$ cat config.mk
export PLATFORM = sky130hd
export DESIGN_NAME = mmc3_a12_qual
export DESIGN_NICKNAME = d
export VERILOG_FILES = /design/src/rtl/mmc3_a12_pkg.sv /design/src/rtl/mmc3_a12_qual_sync_deglitch.sv /design/src/rtl/mmc3_a12_qual.sv
export SDC_FILE = /design/constraint.sdc
export NUM_CORES = 1
export LEC_CHECK = 0
export ABC_CLOCK_PERIOD_IN_PS = 3700
export BUFFER_PORTS_ARGS = -buffer_cell sky130_fd_sc_hd__buf_2
export CORE_AREA = 3 3 44 46
export CTS_BUF_LIST = sky130_fd_sc_hd__clkbuf_4
export CTS_CLUSTER_SIZE = 28
export DETAILED_ROUTE_END_ITERATION = 7
export DIE_AREA = 0 0 47 49
export GPL_TIMING_DRIVEN = 1
export HOLD_SLACK_MARGIN = 0.03
export PLACE_DENSITY = 0.8
export SLEW_MARGIN = 20
export SYNTH_ARGS = -nofsm -noshare
export SYNTH_HDL_FRONTEND = slang
export SYNTH_SLANG_ARGS = --single-unit
$ cat constraint.sdc
create_clock -name clk -period 3.7 [get_ports clk]
set_input_delay 0.37 -clock clk [delete_from_list [all_inputs] [get_ports clk]]
set_output_delay 0.37 -clock clk [all_outputs]
set_load 0.02 [all_outputs]
$ cat src/rtl/mmc3_a12_pkg.sv
// Shared types and default parameters for the MMC3 A12 edge qualifier.
package mmc3_a12_pkg;

    typedef enum logic [1:0] {
        HIGH,
        LOW_WAIT,
        ARMED
    } a12_state_e;

    localparam int A12_SYNC_DEF   = 2;
    localparam int A12_GLITCH_DEF = 2;
    localparam int A12_LOWM2_DEF  = 3;

endpackage

$ cat src/rtl/mmc3_a12_qual_sync_deglitch.sv
// Synchroniser plus hold-count deglitcher; lvl_nxt exposes the level the register
// takes at the next edge so the parent can register edge pulses in step with lvl.
module sync_deglitch #(
    parameter int STAGES = 2,
    parameter int HOLD   = 1
) (
    input  logic clk,
    input  logic rst,
    input  logic din,
    output logic lvl,
    output logic lvl_nxt
);

    localparam int CW = (HOLD > 1) ? $clog2(HOLD) : 1;

    logic [STAGES-1:0] sync_q, sync_d;
    logic [CW-1:0]     cnt_q, cnt_d;
    logic              lvl_q, lvl_d;
    logic              smp;

    always_comb begin
        sync_d = {sync_q[STAGES-2:0], din};
        smp    = sync_q[STAGES-1];
        lvl_d  = lvl_q;
        cnt_d  = '0;
        // Any sample matching the current level restarts the hold count.
        if (smp != lvl_q) begin
            if (cnt_q == CW'(HOLD - 1)) begin
                lvl_d = smp;
            end else begin
                cnt_d = cnt_q + CW'(1);
            end
        end
    end

    always_ff @(posedge clk) begin
        if (rst) begin
            sync_q <= '0;
            cnt_q  <= '0;
            lvl_q  <= 1'b0;
        end else begin
            sync_q <= sync_d;
            cnt_q  <= cnt_d;
            lvl_q  <= lvl_d;
        end
    end

    assign lvl     = lvl_q;
    assign lvl_nxt = lvl_d;

endmodule

$ cat src/rtl/mmc3_a12_qual.sv
// MMC3 A12 rise qualifier: passes a filtered A12 rise only after enough M2 falls
// of low time, counting the rises it suppresses.
module mmc3_a12_qual
    import mmc3_a12_pkg::*;
#(
    parameter int SYNC_STAGES = A12_SYNC_DEF,
    parameter int GLITCH_CYC  = A12_GLITCH_DEF,
    parameter int LOW_M2      = A12_LOWM2_DEF
) (
    input  logic       clk,
    input  logic       map_rst,
    input  logic       ppu_a12,
    input  logic       cpu_m2,
    output logic       a12_lvl,
    output logic       a12_pe,
    output logic       a12_ne,
    output logic       armed,
    output logic [7:0] sup_cnt
);

    localparam int             LCW     = (LOW_M2 > 0) ? $clog2(LOW_M2 + 1) : 1;
    localparam logic [LCW-1:0] LOW_MAX = LCW'(LOW_M2);

    logic a12_lvl_w, a12_nxt, m2_lvl, m2_nxt;
    logic rise_evt, fall_evt, m2_ne;

    a12_state_e     state_q, state_d;
    logic [LCW-1:0] low_ctr_q, low_ctr_d;
    logic [7:0]     sup_cnt_q, sup_cnt_d;
    logic           a12_pe_q, a12_pe_d;
    logic           a12_ne_q, a12_ne_d;

    sync_deglitch #(.STAGES(SYNC_STAGES), .HOLD(GLITCH_CYC)) u_a12 (
        .clk     (clk),
        .rst     (map_rst),
        .din     (ppu_a12),
        .lvl     (a12_lvl_w),
        .lvl_nxt (a12_nxt)
    );

    sync_deglitch #(.STAGES(SYNC_STAGES), .HOLD(1)) u_m2 (
        .clk     (clk),
        .rst     (map_rst),
        .din     (cpu_m2),
        .lvl     (m2_lvl),
        .lvl_nxt (m2_nxt)
    );

    always_comb begin
        rise_evt  = a12_nxt & ~a12_lvl_w;
        fall_evt  = ~a12_nxt & a12_lvl_w;
        m2_ne     = m2_lvl & ~m2_nxt;
        state_d   = state_q;
        low_ctr_d = low_ctr_q;
        sup_cnt_d = sup_cnt_q;
        a12_pe_d  = 1'b0;
        a12_ne_d  = fall_evt;

        // A rise landing on the same cycle as an M2 fall takes priority over the credit.
        if (a12_lvl_w || rise_evt) begin
            low_ctr_d = '0;
        end else if (m2_ne && (low_ctr_q != LOW_MAX)) begin
            low_ctr_d = low_ctr_q + LCW'(1);
        end

        case (state_q)
            HIGH: begin
                if (fall_evt) begin
                    state_d = (LOW_M2 == 0) ? ARMED : LOW_WAIT;
                end
            end
            LOW_WAIT: begin
                if (rise_evt) begin
                    state_d = HIGH;
                    if (sup_cnt_q != 8'hFF) begin
                        sup_cnt_d = sup_cnt_q + 8'd1;
                    end
                end else if (low_ctr_q == LOW_MAX) begin
                    state_d = ARMED;
                end
            end
            ARMED: begin
                if (rise_evt) begin
                    state_d  = HIGH;
                    a12_pe_d = 1'b1;
                end
            end
            default: state_d = LOW_WAIT;
        endcase
    end

    always_ff @(posedge clk) begin
        if (map_rst) begin
            state_q   <= LOW_WAIT;
            low_ctr_q <= '0;
            sup_cnt_q <= '0;
            a12_pe_q  <= 1'b0;
            a12_ne_q  <= 1'b0;
        end else begin
            state_q   <= state_d;
            low_ctr_q <= low_ctr_d;
            sup_cnt_q <= sup_cnt_d;
            a12_pe_q  <= a12_pe_d;
            a12_ne_q  <= a12_ne_d;
        end
    end

    assign a12_lvl = a12_lvl_w;
    assign a12_pe  = a12_pe_q;
    assign a12_ne  = a12_ne_q;
    assign armed   = (state_q == ARMED);
    assign sup_cnt = sup_cnt_q;

endmodule

==> flow_summary.yaml, run 1 <==
cts:
  h-tree-depth: 1
  ctsResizeCount: 0
  numCtsBuffers: 3
  cts_buffer_depth: 2
  cts_sinks: 22
  root_buffer: "clkbuf_4"
  cts_tree: "yes"
  clkLatencyLatePin_ps: 300
  ctsHoldBuffers: 0
  cts_setup_buffers: 0
  clk_pin_slew_ps: 110
global_route:
  antenna_found_initial: 0
  grt_start_max_net_pins: 23
  grt_first_pass_wirelength_um: 2815
  grt_pass1_vias: 659
  grt_usage: 0.1683
  grt-ovfl-total: 0
detailed_routing:
  vias: 738
  drc_errors: 0
  wire_per_inst_um: 13.07
  drt-initial-drc-count: 11
  ant_nets: 0
  vias_per_cell: 5.766
  drtPass1Iterations: 4
  wirelength_um: 1673
sta:
  finalSetupViolCount: 0
  finClkSkew_ps: 2.108
  rsz0062_at_grt: "no"
  slew_viol_final: 0
  post-route-min-period_ps: 1712
  fmax_mhz: 584.1
  hold_violations: 0
  fin_crit_sh: 0.4627
  tns_ps: 0
worst_setup_path:
  slowest_stage: "or4_1"
  crit_path_max_fanout: 12
  crit_chain: "inv_1 -> ha_1 -> and4b_1 -> o21ai_2 -> or4_1 -> a21oi_1"
  criticalPathCategory: "reg2reg"
  end_kind: "flop"
  cp_data_arrival_time_ps: 1950
  cp_data_required_time_ps: 3940
  critical_path.max_stage_delay_ps: 480
  critPathTopFamily: "simple AND/OR/NAND/NOR gates"
  start_kind: "flop"
  critPathBufInv: 1
synthesis:
  yosysWarningCount: 0
  postSynthCellCount: 99
  syn_area_per_cell_sq_um: 9.744
  ys_seq_area_frac: 0.4565
  synth_flop_cell: "dfxtp_1"
  synth_area_sq_um: 964.7
  ys_ff_latch: 22
  synth.distinct_cells: 34
  synth_edf_count: 0
  synthArstFlopShare: 0
  syn_nets: 108
placement:
  place.detailed.hpwl_um: 1215
  place_congestion: 0.7793
  port_buffers: 15
floorplanning:
  die_h_um: 49
  io_pins: 16
  die_x_um: 47
  start_util: 0.6258
  die_area_sq_um: 2303
  core_area_sq_um: 1541
  rows: 14
layout:
  area_growth_syn_to_layout_pct: 8.560
  drive_above_1_share: 0.1786
  fillerInstances: 124
  finalNetCount: 123
  utilization: 0.6794
  antenna_cells: 0
power:
  peakVddDrop_mv: 0.2776
  leakagePower_nw: 0.4225
  power_density_nw_per_um2: 395.8
outcome:
  status: "completed"
run:
  maxCapViolations: 0
min_path:
  hold_path.class: "in2reg"
-- per-stage QoR --
stage	hold slack (ps)	instance area (sq um)	worst slack [ps]	std cells	total power, mW
finish	284.5	1047	1988	128	0.4145
global route	291.2	1047	1867	128	0.4366
CTS	280.7	1047	1984	128	0.4180
detailed placement	444.6	1025	2014	125	0.3146
global placement	419.2	1025	2082	125	0.3116
floorplan	413.8	964.7	2194	99	0.3026
-- registers in the layout (all words and copies together), names as in the netlist --
name / cells
u_a12.lvl: 1
u_a12.cnt_q: 1
sup_cnt: 8
a12_pe: 1
state_q: 2
low_ctr_q: 2
a12_ne: 1
u_m2.cnt_q: 1
u_a12.sync_q: 2
u_m2.lvl: 1
u_m2.sync_q: 2
-- path summary, 6_finish.rpt --
check / startpoint / end / slack, ps / cells past startpoint
hold reg to reg: u_m2.sync_q[0]$_SDFF_PP0_ / u_m2.sync_q[1]$_SDFF_PP0_ / 460 / 1
setup / recovery: state_q[1]$_SDFFE_PP0P_ / sup_cnt[7]$_SDFFE_PP0P_ / 1990 / 6
setup reg to reg: state_q[1]$_SDFFE_PP0P_ / sup_cnt[7]$_SDFFE_PP0P_ / 1990 / 6
hold / removal: ppu_a12 / u_a12.sync_q[0]$_SDFF_PP0_ / 280 / 2
-- Yosys cell counts (2+ instances only) --
cell type | count | area, sq um
xnor2_1 | 2 | 17.52
clkbuf_1 | 2 | 7.510
nor2b_1 | 4 | 25.02
mux2i_1 | 3 | 30.03
buf_6 | 2 | 22.52
dfxtp_1 | 22 | 440.4
nand2_1 | 5 | 18.77
o31ai_1 | 2 | 15.01
a2111oi_0 | 2 | 17.52
inv_1 | 7 | 26.28
nand3_1 | 3 | 15.01
a21oi_1 | 6 | 30.03
or4_1 | 2 | 15.01
or3_1 | 4 | 25.02
nor2_1 | 4 | 15.01
nor3_1 | 2 | 10.01
nor4b_1 | 2 | 17.52
nand4_1 | 2 | 12.51
o21ai_0 | 4 | 20.02
ha_1 | 5 | 62.56
-- layer usage --
layer,vias up,part of all wire,GRT usage
met1,338,0.49,0.2144
met3,4,0.037,0.04059
met4,0,0.019,0.08295
met2,11,0.45,0.2557
li1,385,-,-
met5,-,0,0
-- cell type report --
class / count / area (sq um) / area share
Timing Repair Buffer: 15 / 75.07 / 0.07168
Clock buffer: 3 / 22.52 / 0.02151
Multi-Input combinational cell: 65 / 462.9 / 0.4421
Sequential cell: 22 / 440.4 / 0.4206
Inverter: 7 / 26.28 / 0.02509
Tap cell: 16 / 20.02 / 0.01912
-- layout by cell type (no fill, tap or decap), drive strengths merged, types with 2 or more instances in the layout --
cell type / Yosys / final
ha: 5 / 5
nand3: 3 / 3
nand4: 2 / 2
nor2b: 4 / 4
nor4b: 3 / 3
dfxtp: 22 / 22
nor2: 4 / 4
inv: 7 / 7
or3: 4 / 4
nor3: 2 / 2
a21oi: 6 / 6
buf: 3 / 15
mux2i: 3 / 3
o21ai: 5 / 5
a2111oi: 2 / 2
nand2: 5 / 5
or4: 2 / 2
o31ai: 2 / 2
xnor2: 2 / 2
clkbuf: 2 / 3
-- power by group --
group | internal, mW | switching (mW)
Sequential | 0.246 | 0.00671
Combinational | 0.0249 | 0.0315
Clock | 0.0380 | 0.0670
Total | 0.309 | 0.105
-- logic make-up (layout without fill, tap and decap cells) --
group           count (synthesis)  count (layout)  share of synthesized area
compound gates                 20              20                     0.1375
xor+xnor                        3               3                    0.02724
fa+ha+maj                       5               5                    0.06485
buf+inv                        12              25                    0.06356
flops                          22              22                     0.4565
mux                             3               3                    0.03113
other cells                     1               1                   0.003887
simple gates                   33              33                     0.2153
Power figures use the tool's default switching activity.
==> run 2: changes to the inputs <==
--- a/config.mk
+++ b/config.mk
@@ -5,16 +5,17 @@
 export SDC_FILE = /design/constraint.sdc
 export NUM_CORES = 1
 export LEC_CHECK = 0
-export ABC_CLOCK_PERIOD_IN_PS = 3700
+export ABC_AREA = 1
+export ABC_CLOCK_PERIOD_IN_PS = 1400
 export BUFFER_PORTS_ARGS = -buffer_cell sky130_fd_sc_hd__buf_2
-export CORE_AREA = 3 3 44 46
+export CORE_AREA = 3 3 49 51
 export CTS_BUF_LIST = sky130_fd_sc_hd__clkbuf_4
 export CTS_CLUSTER_SIZE = 28
 export DETAILED_ROUTE_END_ITERATION = 7
-export DIE_AREA = 0 0 47 49
+export DIE_AREA = 0 0 52 54
 export GPL_TIMING_DRIVEN = 1
 export HOLD_SLACK_MARGIN = 0.03
-export PLACE_DENSITY = 0.8
+export PLACE_DENSITY = 0.72
 export SLEW_MARGIN = 20
 export SYNTH_ARGS = -nofsm -noshare
 export SYNTH_HDL_FRONTEND = slang
==> constraint.sdc (replaced) <==
create_clock -name clk -period 1.4 [get_ports clk]
set_input_delay 0.14 -clock clk [delete_from_list [all_inputs] [get_ports clk]]
set_output_delay 0.14 -clock clk [all_outputs]
set_load 0.02 [all_outputs]
==> run 2 against run 1 <==
Sequential cell count unchanged. Register-to-register slack got worse by 1900 ps. Critical path depth decreased by 3. Hold slack got worse by 150 ps. Global-route usage increased by 0.89 points. Synthesized area increased by 8.9%. Clock skew increased by 0.80 ps. Die area increased by 22%. Largest power group unchanged. Clock-buffer cell count unchanged. Largest cell class unchanged. Routed wire length increased by 25%.
==> flow_summary.yaml, run 2 <==
outcome:
  status: "completed"
cts:
  numCtsBuffers: 3
  root_buffer: "clkbuf_4"
  cts_buffer_depth: 2
  clkLatencyLatePin_ps: 320
  clk_pin_slew_ps: 120
  cts_sinks: 22
  cts_tree: "yes"
  h-tree-depth: 1
  cts_setup_buffers: 0
worst_setup_path:
  cp_data_arrival_time_ps: 1150
  reg2reg_to: "sup_cnt[7]$_SDFFE_PP0P_"
  startpoint: "state_q[0]$_SDFFE_PP1P_"
  start_kind: "flop"
  r2r_start: "state_q[1]$_SDFFE_PP0P_"
  cp_data_required_time_ps: 1260
  criticalPathCategory: "reg2out"
  end_kind: "output pin"
  crit_path_max_fanout: 3
  reg2reg_depth: 8
  reg2reg_setup_slack_ps: 130
  crit_path_end: "armed"
synthesis:
  ys_ff_latch: 22
  synth_edf_count: 0
  syn_nets: 148
  synth_area_sq_um: 1051
  ys_top_cells_by_area: "dfxtp_1 42%, nand2_1 8.9%, inv_1 7.9%"
  synthArstFlopShare: 0
  ys_seq_area_frac: 0.4190
  ys_top_cells_by_count: "25 x nand2_1, 22 x dfxtp_1, 22 x inv_1, 22 x nor2_1, 13 x nand3_1"
  syn_area_per_cell_sq_um: 7.561
  synth_flop_cell: "dfxtp_1"
  yosys.area.top_type: "dfxtp_1"
  yosys.area.top_type_share: 0.4190
  synth.most_common_cell: "nand2_1"
  yosysWarningCount: 0
  postSynthCellCount: 139
  synth.distinct_cells: 22
sta:
  fin_crit_sh: 0.9221
  finalSetupViolCount: 0
  rsz0062_at_grt: "no"
  tns_ps: 0
  whs_ps: 132.1
  finClkSkew_ps: 2.905
  hold_violations: 0
  fmax_mhz: 774.6
  slew_viol_final: 0
  post-route-min-period_ps: 1291
global_route:
  grt_usage: 0.1772
  grt-ovfl-total: 0
  grt_start_max_net_pins: 14
  grt_first_pass_wirelength_um: 3553
  grt_pass1_vias: 848
  antenna_found_initial: 0
layout:
  largest_reg_flops: 8
  final_common_cell: "nand2_1"
  fillerInstances: 168
  area_growth_syn_to_layout_pct: 20.36
  drive_above_1_share: 0.2086
  finalNetCount: 173
  antenna_cells: 0
  layout_common_cells: "25 x nand2_1, 22 x nor2_1, 22 x dfxtp_1, 21 x inv_1, 15 x buf_2"
floorplanning:
  io_pins: 16
  die_area_sq_um: 2808
  core_area_sq_um: 1982
  die_h_um: 54
  start_util: 0.5303
  die_x_um: 52
  rows: 16
run:
  maxCapViolations: 0
placement:
  port_buffers: 15
  place_congestion: 0.8610
  place.detailed.hpwl_um: 1469
power:
  power_density_nw_per_um2: 1207
  leakagePower_nw: 0.5919
  peakVddDrop_mv: 0.6686
min_path:
  hold_depth: 2
  hold_path.class: "in2reg"
detailed_routing:
  wirelength_um: 2096
  wire_per_inst_um: 11.03
  ant_nets: 0
  drt-initial-drc-count: 22
  vias: 918
  vias_per_cell: 4.832
  drtPass1Iterations: 4
  drc_errors: 0
## run 2: cell types whose count changed after synthesis, sizes merged, moves of 4 or more
cell,change
nor2,+22
inv,+15
nand3,+12
nand2,+23
nor2b,-4
or3,-4
## run 2: routing by layer
metal / global-route usage / wire, um / up-vias
li1: - / - / 488
met1: 0.1970 / 951 / 410
met2: 0.3013 / 1025 / 15
met3: 0.03324 / 64 / 5
met4: 0.1310 / 55 / 0
met5: 0 / 0 / -
## run 2: through the flow
step	setup slack (ps)	cell area [sq um]	util	std cells	power, mW
floorplan	14.90	1051	-	139	0.9568
global placement	150.0	1179	0.5947	183	1.003
detailed placement	70.26	1179	0.5947	183	1.020
CTS	27.86	1251	0.6313	189	1.518
global route	9.211	1265	0.6383	190	1.618
finish	109.1	1265	0.6383	190	1.527
## run 2: cells by family after synthesis
group                    synth area share
flip-flops                         0.4190
adder cells (fa/ha/maj)           0.05952
other                            0.003568
buffers and inverters             0.08214
AO/OA/AOI/OAI                     0.05713
AND/OR/NAND/NOR                    0.3619
XOR/XNOR                          0.01667
## run 2: power by group
| part | switching, mW | internal (mW) | total [mW] |
|---|---|---|---|
| Sequential | 0.0269 | 0.665 | 0.692 |
| Combinational | 0.224 | 0.118 | 0.342 |
| Clock | 0.203 | 0.290 | 0.493 |
## run 2: cell type report
type | instances | area [sq um] | area share
clock buffer | 3 | 22.52 | 0.01780
clock inverter | 1 | 30.03 | 0.02374
tap | 27 | 33.78 | 0.02671
sequential | 22 | 440.4 | 0.3482
timing repair buffer | 20 | 117.6 | 0.09298
multi-input combinational | 95 | 538.0 | 0.4253
inverter | 22 | 82.58 | 0.06528
## run 2: how the worst min path moves through the flow
stage | start | end | slack, ps
3_3_place_gp | cpu_m2 | u_m2.sync_q[0]$_SDFF_PP0_ | 350
2_1_floorplan | map_rst | sup_cnt[0]$_SDFFE_PP0P_ | 210
6_report | map_rst | u_m2.sync_q[0]$_SDFF_PP0_ | 130
3_5_place_dp | ppu_a12 | u_a12.sync_q[0]$_SDFF_PP0_ | 350
4_1_cts | map_rst | u_m2.sync_q[0]$_SDFF_PP0_ | 130
5_1_grt | map_rst | u_a12.sync_q[0]$_SDFF_PP0_ | 130
## run 2: repair_timing
item                                    in CTS  in global routing
hold buffers                                 2                  0
endpoints found under the setup margin       0                  5
resized for setup                            0                  2
hold endpoints to repair                     2                  0
## run 2: critical path, stage by stage (launching register included)
cell     delay, ps
dfxtp_1        380
inv_1           70
ha_1           220
buf_2          160
